--- config.mk ---
export PLATFORM = sky130hd
export DESIGN_NAME = hazard_stall_controller
export DESIGN_NICKNAME = d
export VERILOG_FILES = /design/src/rtl/hazard_stall_controller.sv
export SDC_FILE = /design/constraint.sdc
export NUM_CORES = 1
export LEC_CHECK = 0
export BUFFER_PORTS_ARGS = -buffer_cell sky130_fd_sc_hd__buf_2
export CAP_MARGIN = 20
export CORE_MARGIN = 2
export CORE_UTILIZATION = 36
export CTS_CLUSTER_DIAMETER = 100
export CTS_CLUSTER_SIZE = 8
export DETAILED_ROUTE_END_ITERATION = 6
export PLACE_DENSITY = 0.92
export RECOVER_POWER = 50
export SYNTH_ARGS = -nofsm -noshare
export SYNTH_HDL_FRONTEND = slang
export SYNTH_SLANG_ARGS = --single-unit
--- constraint.sdc ---
create_clock -name clk -period 2.25 [get_ports clk]
set_clock_uncertainty 0.1 [all_clocks]
set_input_delay 0.675 -clock clk [delete_from_list [all_inputs] [get_ports clk]]
set_output_delay 0.675 -clock clk [all_outputs]
set_load 0.01 [all_outputs]
--- src/rtl/hazard_stall_controller.sv ---
// Load-use stall / taken-branch flush sequencer for the 5-stage RV64 pipeline.
// Define HAZARD_PERF_CNT_EN to build the saturating stall/flush event counters.
module hazard_stall_controller #(
    parameter int LOAD_LATENCY = 1,
    parameter int CNT_W        = 32
) (
    input  logic             clk,
    input  logic             reset,
    input  logic             IF_ID_valid,
    input  logic [4:0]       IF_ID_rs1,
    input  logic [4:0]       IF_ID_rs2,
    input  logic             IF_ID_use_rs1,
    input  logic             IF_ID_use_rs2,
    input  logic             ID_EX_MemRead,
    input  logic [4:0]       ID_EX_rd,
    input  logic             branch_taken,
    output logic             PC_Write,
    output logic             IF_ID_Write,
    output logic             ID_EX_Bubble,
    output logic             IF_ID_Flush,
    output logic             ID_EX_Flush,
    output logic             EX_MEM_Flush,
    output logic             stall_active,
    output logic [CNT_W-1:0] stall_count,
    output logic [CNT_W-1:0] flush_count
);

    typedef enum logic {RUN, STALL} state_t;

    localparam logic [3:0] CNT_INIT = 4'(LOAD_LATENCY - 1);

    state_t     state_q, state_d;
    logic [3:0] cnt_q, cnt_d;
    logic       load_use;

    always_comb begin
        load_use = IF_ID_valid & ID_EX_MemRead & (ID_EX_rd != 5'd0) &
                   ((IF_ID_use_rs1 & (IF_ID_rs1 == ID_EX_rd)) |
                    (IF_ID_use_rs2 & (IF_ID_rs2 == ID_EX_rd)));
    end

    // Branch squash outranks any stall; outputs are forced to idle while reset is held.
    always_comb begin
        state_d      = state_q;
        cnt_d        = cnt_q;
        PC_Write     = 1'b1;
        IF_ID_Write  = 1'b1;
        ID_EX_Bubble = 1'b0;
        IF_ID_Flush  = 1'b0;
        ID_EX_Flush  = 1'b0;
        EX_MEM_Flush = 1'b0;
        if (!reset) begin
            state_d = RUN;
            cnt_d   = 4'd0;
        end else if (branch_taken) begin
            IF_ID_Flush  = 1'b1;
            ID_EX_Flush  = 1'b1;
            EX_MEM_Flush = 1'b1;
            state_d      = RUN;
            cnt_d        = 4'd0;
        end else if (state_q == STALL) begin
            PC_Write     = 1'b0;
            IF_ID_Write  = 1'b0;
            ID_EX_Bubble = 1'b1;
            cnt_d        = cnt_q - 4'd1;
            if (cnt_q == 4'd1) begin
                state_d = RUN;
            end
        end else if (load_use) begin
            PC_Write     = 1'b0;
            IF_ID_Write  = 1'b0;
            ID_EX_Bubble = 1'b1;
            if (LOAD_LATENCY > 1) begin
                state_d = STALL;
                cnt_d   = CNT_INIT;
            end
        end
    end

    always_ff @(posedge clk or negedge reset) begin
        if (!reset) begin
            state_q <= RUN;
            cnt_q   <= 4'd0;
        end else begin
            state_q <= state_d;
            cnt_q   <= cnt_d;
        end
    end

    assign stall_active = (state_q == STALL);

`ifdef HAZARD_PERF_CNT_EN
    logic [CNT_W-1:0] stall_count_q, stall_count_d;
    logic [CNT_W-1:0] flush_count_q, flush_count_d;

    always_comb begin
        stall_count_d = stall_count_q;
        flush_count_d = flush_count_q;
        if (!PC_Write && (stall_count_q != {CNT_W{1'b1}})) begin
            stall_count_d = stall_count_q + CNT_W'(1);
        end
        if (branch_taken && (flush_count_q != {CNT_W{1'b1}})) begin
            flush_count_d = flush_count_q + CNT_W'(1);
        end
    end

    always_ff @(posedge clk or negedge reset) begin
        if (!reset) begin
            stall_count_q <= '0;
            flush_count_q <= '0;
        end else begin
            stall_count_q <= stall_count_d;
            flush_count_q <= flush_count_d;
        end
    end

    assign stall_count = stall_count_q;
    assign flush_count = flush_count_q;
`else
    assign stall_count = '0;
    assign flush_count = '0;
`endif

endmodule

Yosys cells after proc, flatten, opt, wreduce, memory -nomap -nowiden
Cells that the tools add are included.
{"block": "word_totals", "reg_bits": 5, "in_bits": 22}
{"block": "op_classes", "n_addsub": 1, "n_eq_ne": 4, "mux": 17, "bitwise": 6, "n_reduce_logical": 1}
{"operator": "two-way mux 1 bit", "n": 14}
{"operator": "two-way mux 4 bit", "n": 3}
{"operator": "equality test 5 bit", "n": 2}
{"operator": "AND 1 bit", "n": 5}
{"operator": "nonzero test 5 bit", "n": 1}
{"operator": "equality test 4 x 1 -> 1 bit (second input constant)", "n": 1}
{"operator": "subtractor 4 x 1 -> 4 bit (second input constant)", "n": 1}
{"operator": "inequality test 3 x 1 -> 1 bit (second input constant)", "n": 1}
{"operator": "OR 1 bit", "n": 1}

Logic depth before layout (Yosys ltp)
Gate-level depths: netlist of run 1.
{"block": "depth", "ltp_word": 8, "depth_mapped": 5}

Worst setup path after synthesis of run 1
Ideal clock, no wire load.
{"block": "synth_timing", "path_kind": "input to output", "from": "in IF_ID_rs1[4]", "to": "out PC_Write", "arrival_time_ns": 1.503, "required_ns": 1.475, "setup_slack_ns": -0.028, "path_stages": 5, "n_path_buf": 1, "cell_sequence": "xnor2_1 > nand4_1 > o22ai_1 > a21boi_0 > buf_4"}
{"block": "synth_via", "elab_chain_len": 8}
{"item": "from (decl)", "line_no": "10", "rtl": "input logic [4:0] IF_ID_rs1,"}
{"item": "equality test 5 bit", "line_no": "38", "rtl": "((IF_ID_use_rs1 & (IF_ID_rs1 == ID_EX_rd)) |"}
{"item": "AND 1 bit", "line_no": "38"}
{"item": "OR 1 bit", "line_no": "38"}
{"item": "AND 1 bit", "line_no": "37", "rtl": "load_use = IF_ID_valid & ID_EX_MemRead & (ID_EX_rd != 5'd0) &"}
{"item": "two-way mux 1 bit (4 in series)"}
{"item": "to (decl)", "line_no": "17", "rtl": "output logic PC_Write,"}
Every way passes these cells.

Worst setup path in the final report of run 1
{"block": "layout_timing", "from": "in ID_EX_rd[0]", "to": "out ID_EX_Bubble"}
{"block": "layout_via", "elab_chain_len": 8, "elab_cells_between_ends": 12}
{"item": "from (decl)", "line_no": "15", "rtl": "input logic [4:0] ID_EX_rd,"}
{"item": "equality test 5 bit (on tied branches)", "line_no": "38, 39"}
{"item": "AND 1 bit (on tied branches)", "line_no": "38, 39"}
{"item": "OR 1 bit", "line_no": "38"}
{"item": "AND 1 bit *", "line_no": "37"}
{"item": "two-way mux 1 bit *", "line_no": "69", "rtl": "end else if (load_use) begin"}
{"item": "two-way mux 1 bit *", "line_no": "61", "rtl": "end else if (state_q == STALL) begin"}
{"item": "two-way mux 1 bit *", "line_no": "55", "rtl": "end else if (branch_taken) begin"}
{"item": "two-way mux 1 bit *", "line_no": "52", "rtl": "if (!reset) begin"}
{"item": "to (decl)", "line_no": "19", "rtl": "output logic ID_EX_Bubble,"}
Mark *: on every way between the ends. The rest lies on a longest branch, timed or not.

==> results.tsv, run 1 <==
stage	metric	value	unit
run_status	status	complete, but fails checks	
run_status	failing checks	setup timing	
worst_hold_path	Hold WC Path Type	in -> async	
logic_synthesis	Synth Warn #	0	
route	post-route ant nets	0	
die	Starting Density	37.7	%
grt	grt ovf	0	
grt	initial antenna violation count	0	
worst_setup_path	CP endpoint kind	primary output	
route	routed wire length	1.71	mm
worst_setup_path	Crit Path Max Fanout	3	
timing	final worst path period share	102	%
logic_synthesis	register area share after synthesis	13.5	%
logic_synthesis	Yosys reg bits	5	
power	Static Leakage	0.555	nW
logic_synthesis	Async SR Flop Fraction	100	%
layout	Fillers	253	
grt	GRT Util Overall	11.1	%
grt	GR Util met2	22.6	%
route	Initial DRC Count	2	
layout	NumNets Final	168	
layout	n_diodes	0	
worst_setup_path	Critical Path RT	1470	ps
logic_synthesis	syn_area_per_cell	8.12	sq um
logic_synthesis	most used standard cell by instance count after synthesis	buf_4	
logic_synthesis	Compound-Gate Fraction of Synth Area	3.65	%
clock_network	Clock Pin Slew Worst Setup and Hold Paths	50	ps
route	drt pass-1 iters	2	
route	DR WL/cell	9.88	um
logic_synthesis	Main synth FF type	dfrtp_1	
die	chip height	54.7	um
clock_network	clock buffer depth	2	
clock_network	clk_lat worst skew	250	ps
timing	final worst setup slack	-54.9	ps
timing	fmax	434	MHz
timing	Final Critical Period	2300	ps
layout	layout cells sized above 1	32.2	%
die	die area	0.00299	sq mm
clock_network	Setup Buffers After CTS	0	
worst_setup_path	FF-to-FF setup slack	940	ps
power	pwr dens	331	mW/mm^2
grt	Top Usage Layer GRT	met2	
clock_network	H-tree depth	1	
power	VDD IR max	0.138	mV
grt	GRT met1 Usage	7.59	%
timing	unrepaired setup endpoints after global routing	true	
worst_setup_path	Worst setup SP type	input port	
place	dpl hpwl	1.28	mm
logic_synthesis	synth top area cells	buf_4, dfrtp_1, xnor2_1	
logic_synthesis	Netlist cell types	21	
route	DR vias/cell	3.64	
clock_network	post-cts hold buffer count	0	
place	# placed instances	169	
die	floorplan row count	18	
worst_setup_path	slowest CP cell	a22o_2	
grt	GR Util met3	4.92	%
die	IO Count	93	
die	core area	0.00245	sq mm
logic_synthesis	most frequent cells after synthesis	buf_4, xnor2_1, nor2_1	
clock_network	CTS buffer count	3	
timing	setup TNS	-107	ps
grt	number of global-route vias before repair	495	
timing	Hold Fails Final Rpt	0	
logic_synthesis	largest family of logic cells by synthesized area	buffers and inverters	
clock_network	CTS Sinks	5	
clock_network	Root Buffer	clkbuf_4	
logic_synthesis	Synth Area in Simple Gates	11.1	%
logic_synthesis	Synth area leader	buf_4	
layout	Finished Core Util	41.3	%
logic_synthesis	Cells after Synth	114	
logic_synthesis	Adder-Cell Fraction of Synth Area	2.70	%
grt	largest net degree at the start of global routing	8	
logic_synthesis	Post-Synth XOR/XNOR Area	12.3	%
grt	first-pass GRT wire length	2.15	mm
flow_run	max-cap viol count	0	
worst_setup_path	critical path's largest stage delay	180	ps
layout	Area Growth Syn to Fin	9.46	%
route	vias after detailed routing	629	
worst_setup_path	WP buf/inv	2	
logic_synthesis	proportion of synthesized area in mux cells	1.22	%
clock_network	CTS tree	done	
timing	endpoints failing setup	3	
worst_setup_path	crit path kind	in -> out	
worst_setup_path	Crit path arrival time	1530	ps
logic_synthesis	Post-synth EDFFs	0	
worst_setup_path	crit-path cells	buf_4 -> xnor2_2 -> nand4_1 -> o22ai_2 -> a22o_2 -> buf_6	
logic_synthesis	Synth Cell Area	926	sq um
place	I/O Buffers	28	
die	die width	54.7	um
timing	Max Slew Vio Count	0	
worst_setup_path	Top delay family on crit path	compound AO/OA/AOI/OAI gates	
route	DRC violations left	0	
power	Total Power	0.000336	W
layout	post-route insts no fill	173	
place	routability cong.	0.685	
logic_synthesis	proportion of netlist area held by the largest area contributor	54.3	%
[through the flow]
stage	instance area, sq um	setup WS, ps	hold WS [ps]
after floorplan	1160	82.3	279
after global placement	845	-106	429
after detailed placement	845	-191	443
after CTS	1000	-11.6	230
after global routing	1010	-101	338
final	1010	-54.9	309
[metal layers]
metal  part of all wire (%)  vias to the layer above
li1                       -                      285
met1                     29                      285
met2                     53                       55
met3                     16                        4
met4                    1.8                        0
met5                      0                        -
[flip-flops by register name, indices dropped and copies added, names as in the netlist]
register      flops
cnt_q             4
stall_active      1
[cell type report]
type | count | area [sq um] | share of cell area (%)
Inverter | 2 | 7.51 | 0.741
Tap cell | 30 | 37.5 | 3.70
Timing Repair Buffer | 29 | 196 | 19.4
Clock buffer | 4 | 26.3 | 2.59
Multi-Input combinational cell | 103 | 621 | 61.2
Sequential cell | 5 | 125 | 12.3
[final timing paths]
kind | cells after the start | start | endpoint
worst max-delay path | 6 | ID_EX_rd[0] | ID_EX_Bubble
worst min-delay path | 2 | reset | cnt_q[0]
worst max register to register | 4 | cnt_q[0] | cnt_q[1]
worst min register to register | 2 | cnt_q[3] | cnt_q[3]
max in group asynchronous | 2 | reset | cnt_q[1]
min in group clk | 2 | cnt_q[3] | cnt_q[3]
[kinds of logic after synthesis]
logic type | count (synthesis)
buffers and inverters | 69
and+or+nand+nor | 18
xor gates and xnor gates | 13
AOI/OAI and AO/OA | 5
DFF | 5
adders and majority gates | 2
other | 1
muxes | 1
[what timing repair did]
item / in CTS / in global routing
setup endpoints to repair: 3 / 3
hold endpoints to repair: 0 / 0
pin swaps: 13 / 0
gates resized for setup: 25 / 2
[report_power, final]
| group | internal (W) | leakage (nW) | switching (W) |
|---|---|---|---|
| combinational | 0.0000517 | 0.470 | 0.0000855 |
| sequential | 0.0000902 | 0.0699 | 0 |
| clock | 0.0000673 | 0.0150 | 0.0000411 |
| total | 0.000209 | 0.555 | 0.000127 |
[layout by cell type, fill, tap and decap left out, types with 2 or more instances in the layout]
master,instances
xnor2_1,4
xnor2_2,7
buf_6,6
dfrtp_1,5
clkbuf_1,2
conb_1,64
clkbuf_4,3
buf_4,2
nand2_1,4
nor2_1,6
buf_2,19
inv_1,2
ha_1,2
nand4_1,2
(Power assumes the default switching activity.)
==> run 2: changes to the inputs <==
--- a/config.mk
+++ b/config.mk
@@ -7,12 +7,13 @@
 export LEC_CHECK = 0
 export BUFFER_PORTS_ARGS = -buffer_cell sky130_fd_sc_hd__buf_2
 export CAP_MARGIN = 20
+export CORE_ASPECT_RATIO = 1.4
 export CORE_MARGIN = 2
-export CORE_UTILIZATION = 36
+export CORE_UTILIZATION = 32
 export CTS_CLUSTER_DIAMETER = 100
 export CTS_CLUSTER_SIZE = 8
 export DETAILED_ROUTE_END_ITERATION = 6
-export PLACE_DENSITY = 0.92
+export PLACE_DENSITY = 0.87
 export RECOVER_POWER = 50
 export SYNTH_ARGS = -nofsm -noshare
 export SYNTH_HDL_FRONTEND = slang
==> constraint.sdc (replaced) <==
create_clock -name clk -period 2 [get_ports clk]
set_clock_uncertainty 0.1 [all_clocks]
set_input_delay 0.6 -clock clk [delete_from_list [all_inputs] [get_ports clk]]
set_output_delay 0.6 -clock clk [all_outputs]
set_load 0.01 [all_outputs]
==> run 2 against run 1 <==
Effect of this change: the flow still finishes with violations (setup timing); sequential share of layout area fell by 0.20 points; clock power rose by 70%; sequential power grew 13%; largest cell class unchanged; non-clock buffer count rose by 2; wire length rose by 2.8%; critical path type unchanged; first-iteration DRC count is 50% higher; critical endpoint unchanged.
==> results.tsv, run 2 (synthesis results as in run 1) <==
stage	metric	value	unit
worst_setup_path	CP endpoint kind	primary output	
die	IO Count	93	
clock_network	Root Buffer	clkbuf_8	
worst_setup_path	Critical Path RT	1300	ps
worst_setup_path	Crit path arrival time	1470	ps
place	DP Area	878	sq um
route	DR WL/cell	9.65	um
timing	final worst path period share	108	%
die	die width	49.5	um
die	die area	0.00335	sq mm
grt	initial antenna violation count	0	
layout	Biggest register	cnt_q	
place	routability cong.	0.666	
power	VDD IR max	0.144	mV
clock_network	clock buffer depth	2	
layout	post-route insts no fill	182	
timing	Max Slew Vio Count	0	
worst_setup_path	crit path kind	in -> out	
power	P_sw	0.000144	W
timing	unrepaired setup endpoints after global routing	true	
layout	multi-input combinational cell area	609	sq um
layout	most frequent cells in the layout	conb_1, buf_2, nor2_1, xnor2_2	
clock_network	CTS buffer count	3	
route	post-route ant nets	0	
worst_hold_path	Hold WC Path Type	in -> async	
clock_network	CTS tree	done	
timing	setup TNS	-594	ps
clock_network	post-cts hold buffer count	0	
place	dpl hpwl	1.44	mm
route	drt pass-1 iters	2	
layout	Area Growth Syn to Fin	11.2	%
worst_setup_path	Crit Path Max Fanout	3	
power	Sw Ratio	33.0	%
power	Clk pwr share	42.1	%
run_status	status	complete, but fails checks	
clock_network	clk_lat worst skew	220	ps
flow_run	max-cap viol count	0	
layout	n_diodes	0	
grt	GRT Util Overall	9.71	%
grt	largest net degree at the start of global routing	8	
layout	layout cells sized above 1	32.4	%
route	Initial DRC Count	3	
power	Static Leakage	0.557	nW
layout	Finished Core Util	36.5	%
layout	Sequential Area	125	sq um
die	floorplan row count	23	
die	core area	0.00282	sq mm
route	DRC violations left	0	
layout	Final Cell Area	0.00103	sq mm
power	internal power	0.000292	W
timing	Final Critical Period	2170	ps
route	DR vias/cell	3.60	
worst_setup_path	Worst setup SP type	input port	
clock_network	Setup Buffers After CTS	0	
power	combinational power share	34.6	%
clock_network	CTS Sinks	5	
layout	Fillers	288	
layout	max FFs per register	4	
power	pwr dens	424	mW/mm^2
timing	fmax	461	MHz
grt	first-pass GRT wire length	2.29	mm
power	Flop pwr share	23.3	%
place	I/O Buffers	28	
grt	number of global-route vias before repair	559	
clock_network	H-tree depth	1	
timing	Hold Fails Final Rpt	0	
place	# placed instances	178	
route	routed wire length	1.76	mm
grt	grt ovf	0	
die	Starting Density	32.8	%
layout	most common cell after layout, fill and taps aside	conb_1	
layout	NumNets Final	170	
clock_network	Clock Pin Slew Worst Setup and Hold Paths	30	ps
route	vias after detailed routing	656	
run_status	failing checks	setup timing	
die	chip height	67.6	um
timing	final worst setup slack	-169	ps
timing	endpoints failing setup	6	
run 2: changes by cell type in the layout (fill, tap and decap cells not counted), sizes merged:
cell  change
buf       +2
run 2: per-stage QoR:
step	hold slack, ps	power (W)	setup slack (ps)
finish	249	0.000436	-169
global route	281	0.000466	-187
CTS	178	0.000432	-162
detailed placement	412	0.000226	-265
global placement	404	0.000225	-226
floorplan	204	0.000280	4.07
run 2: cell type report:
class / instances / area share (%)
tap: 37 / 4.50
sequential: 5 / 12.2
clock buffer: 4 / 4.37
inverter: 2 / 0.729
multi-input combinational: 103 / 59.2
timing repair buffer: 31 / 19.1
run 2: worst max-delay path: stages:
cell	delay [ps]
buf_8	110
xnor2_2	160
nand4_1	140
o22ai_2	190
a22o_2	160
buf_6	90
run 2: worst paths after layout:
path | startpoint | to | slack, ps | cells after the start
worst max-delay path | ID_EX_rd[4] | ID_EX_Bubble | -170 | 6
worst min-delay path | reset | cnt_q[3] | 250 | 2
worst max register to register | cnt_q[0] | cnt_q[1] | 690 | 4
worst min register to register | cnt_q[3] | cnt_q[3] | 460 | 2
max in group asynchronous | reset | stall_active | 1310 | 2
min in group clk | cnt_q[3] | cnt_q[3] | 460 | 2
run 2: repair_timing:
item / CTS / global route
pin swaps: 9 / 5
gates resized for setup: 13 / 9
setup endpoints to repair: 3 / 3
run 2: metal layers:
layer / global-route usage (%) / vias up / part of all wire, %
met3: 4.42 / 8 / 19
met5: 0 / - / 0
met2: 20.6 / 77 / 53
met4: 8.68 / 0 / 5.2
met1: 5.46 / 284 / 23
li1: - / 287 / -
run 2: power by group through the flow:
stage	Clock, W	Sequential (W)	Combinational (W)
2_1_floorplan	0	0.000103	0.000177
3_3_place_gp	0	0.000103	0.000122
3_5_place_dp	0	0.000103	0.000123
4_1_cts	0.000191	0.000102	0.000139
5_1_grt	0.000201	0.000102	0.000162
6_report	0.000184	0.000102	0.000151
==> run 3: changes to the inputs <==
--- a/config.mk
+++ b/config.mk
@@ -9,12 +9,13 @@
 export CAP_MARGIN = 20
 export CORE_ASPECT_RATIO = 1.4
 export CORE_MARGIN = 2
-export CORE_UTILIZATION = 32
+export CORE_UTILIZATION = 36
 export CTS_CLUSTER_DIAMETER = 100
 export CTS_CLUSTER_SIZE = 8
 export DETAILED_ROUTE_END_ITERATION = 6
-export PLACE_DENSITY = 0.87
+export PLACE_DENSITY = 0.92
 export RECOVER_POWER = 50
+export SLEW_MARGIN = 30
 export SYNTH_ARGS = -nofsm -noshare
 export SYNTH_HDL_FRONTEND = slang
 export SYNTH_SLANG_ARGS = --single-unit
==> constraint.sdc (replaced) <==
create_clock -name clk -period 2.39 [get_ports clk]
set_clock_uncertainty 0.1 [all_clocks]
set_input_delay 0.717 -clock clk [delete_from_list [all_inputs] [get_ports clk]]
set_output_delay 0.717 -clock clk [all_outputs]
set_load 0.01 [all_outputs]
==> run 3 against run 2 <==
Effect of this change: the flow now finishes without violations; register-to-register slack gained 400 ps; first-iteration DRC count is the same; clock power shrank 48%; die area shrank 10%; utilization grew 3.3 points; sequential share of layout area grew 0.84 points; power shrank 32%; count of clock-buffer cells in the layout is the same; critical endpoint unchanged; largest power group is now combinational logic.
==> results.tsv, run 3 (synthesis results as in run 1) <==
stage	metric	value	unit
run_status	status	completed	
power	VDD IR max	0.112	mV
route	WL met3	307	um
worst_setup_path	Worst setup SP type	input port	
timing	final worst path period share	99.9	%
timing	fmax	419	MHz
worst_setup_path	Reg-to-Reg Start	cnt_q[0]	
die	Starting Density	38.3	%
place	I/O Buffers	28	
route	metal2 WL	833	um
timing	WHS	342	ps
worst_setup_path	FF-to-FF setup slack	1090	ps
timing	endpoints failing setup	0	
die	die area	0.00300	sq mm
die	die width	46.9	um
worst_setup_path	Critical Path RT	1570	ps
worst_hold_path	Hold WC Path Type	in -> async	
die	floorplan row count	21	
layout	NumNets Final	170	
clock_network	clk_lat worst skew	240	ps
route	routed wire length	1.56	mm
route	DR vias/cell	3.48	
die	IO Count	93	
timing	unrepaired setup endpoints after global routing	true	
timing	Max Slew Vio Count	0	
grt	grt ovf	0	
layout	most frequent cells in the layout	conb_1, buf_2, nor2_1, xnor2_2, xnor2_1	
worst_setup_path	worst r2r dst	cnt_q[1]	
worst_setup_path	CP endpoint kind	primary output	
route	vias after detailed routing	623	
clock_network	CTS buffer count	3	
layout	most common cell after layout, fill and taps aside	conb_1	
clock_network	clock buffer depth	2	
clock_network	Root Buffer	clkbuf_4	
power	Static Leakage	0.537	nW
worst_setup_path	Crit path arrival time	1570	ps
grt	number of global-route vias before repair	488	
worst_setup_path	Crit Path Max Fanout	3	
place	routability cong.	0.733	
worst_setup_path	worst reg2reg path depth	4	
layout	Finished Core Util	39.9	%
clock_network	CTS tree	done	
route	Max Used Layer	met3	
die	core area	0.00242	sq mm
clock_network	Clock Pin Slew Worst Setup and Hold Paths	40	ps
route	post-route ant nets	0	
grt	initial antenna violation count	0	
place	DP Area	865	sq um
route	met1 wire length	417	um
die	chip height	64.0	um
route	drt pass-1 iters	4	
power	pwr dens	309	mW/mm^2
route	DR WL/cell	8.70	um
layout	layout cells sized above 1	30.3	%
route	DRC violations left	0	
clock_network	CTS Sinks	5	
worst_setup_path	crit path kind	in -> out	
layout	Biggest register	cnt_q	
route	Initial DRC Count	3	
place	dpl hpwl	1.26	mm
timing	Final Critical Period	2390	ps
clock_network	post-cts hold buffer count	0	
timing	Hold Fails Final Rpt	0	
clock_network	H-tree depth	1	
grt	first-pass GRT wire length	1.72	mm
timing	setup TNS	0	ps
layout	Area Growth Syn to Fin	4.05	%
layout	Final Cell Area	963	sq um
layout	max FFs per register	4	
layout	n_diodes	0	
grt	GRT Util Overall	8.05	%
flow_run	max-cap viol count	0	
grt	largest net degree at the start of global routing	8	
clock_network	Setup Buffers After CTS	0	
run 3: worst max path at each step:
stage / start / end / slack, ps / cells after the start
after floorplan: IF_ID_rs1[4] / PC_Write / 30 / 5
after global placement: ID_EX_rd[1] / ID_EX_Bubble / -70 / 6
after detailed placement: ID_EX_rd[1] / PC_Write / -70 / 6
after CTS: ID_EX_rd[2] / ID_EX_Bubble / 3 / 6
after global routing: ID_EX_rd[3] / ID_EX_Bubble / -40 / 6
final: ID_EX_rd[3] / ID_EX_Bubble / 3 / 6
run 3: power by group:
| part | switching, W | internal [W] | total [W] |
|---|---|---|---|
| Clock | 0.0000322 | 0.0000630 | 0.0000952 |
| Combinational | 0.0000776 | 0.0000395 | 0.000117 |
| Sequential | 0 | 0.0000850 | 0.0000850 |
| Total | 0.000110 | 0.000188 | 0.000297 |
run 3: repair_timing:
action | in CTS | in global routing
pin swaps | 7 | 6
endpoints found under the setup margin | 3 | 3
resized for setup | 8 | 8
run 3: cell type report:
type	instances	area [sq um]
Tap cell	34	42.5
Timing Repair Buffer	31	181
Sequential cell	5	125
Inverter	2	7.51
Multi-Input combinational cell	103	581
Fill cell	253	1450
Clock buffer	4	26.3
run 3: routing by layer:
metal	track usage (%)	vias to the layer above
met4	3.13	0
met2	18.0	67
li1	-	287
met5	0	-
met1	4.31	269
met3	2.82	0
run 3: worst max-delay path: stages:
cell and delay [ps]:
buf_2 140, xnor2_2 140, nand4_1 110, o22ai_2 200, a22o_2 170, buf_6 100
run 3: stage by stage:
stage | power (W) | worst slack (ps) | std cells
6_report | 0.000297 | 2.99 | 179
5_1_grt | 0.000319 | -37.3 | 179
4_1_cts | 0.000296 | 2.85 | 179
3_5_place_dp | 0.000186 | -72.7 | 175
3_3_place_gp | 0.000185 | -65.9 | 175
2_1_floorplan | 0.000233 | 28.2 | 177
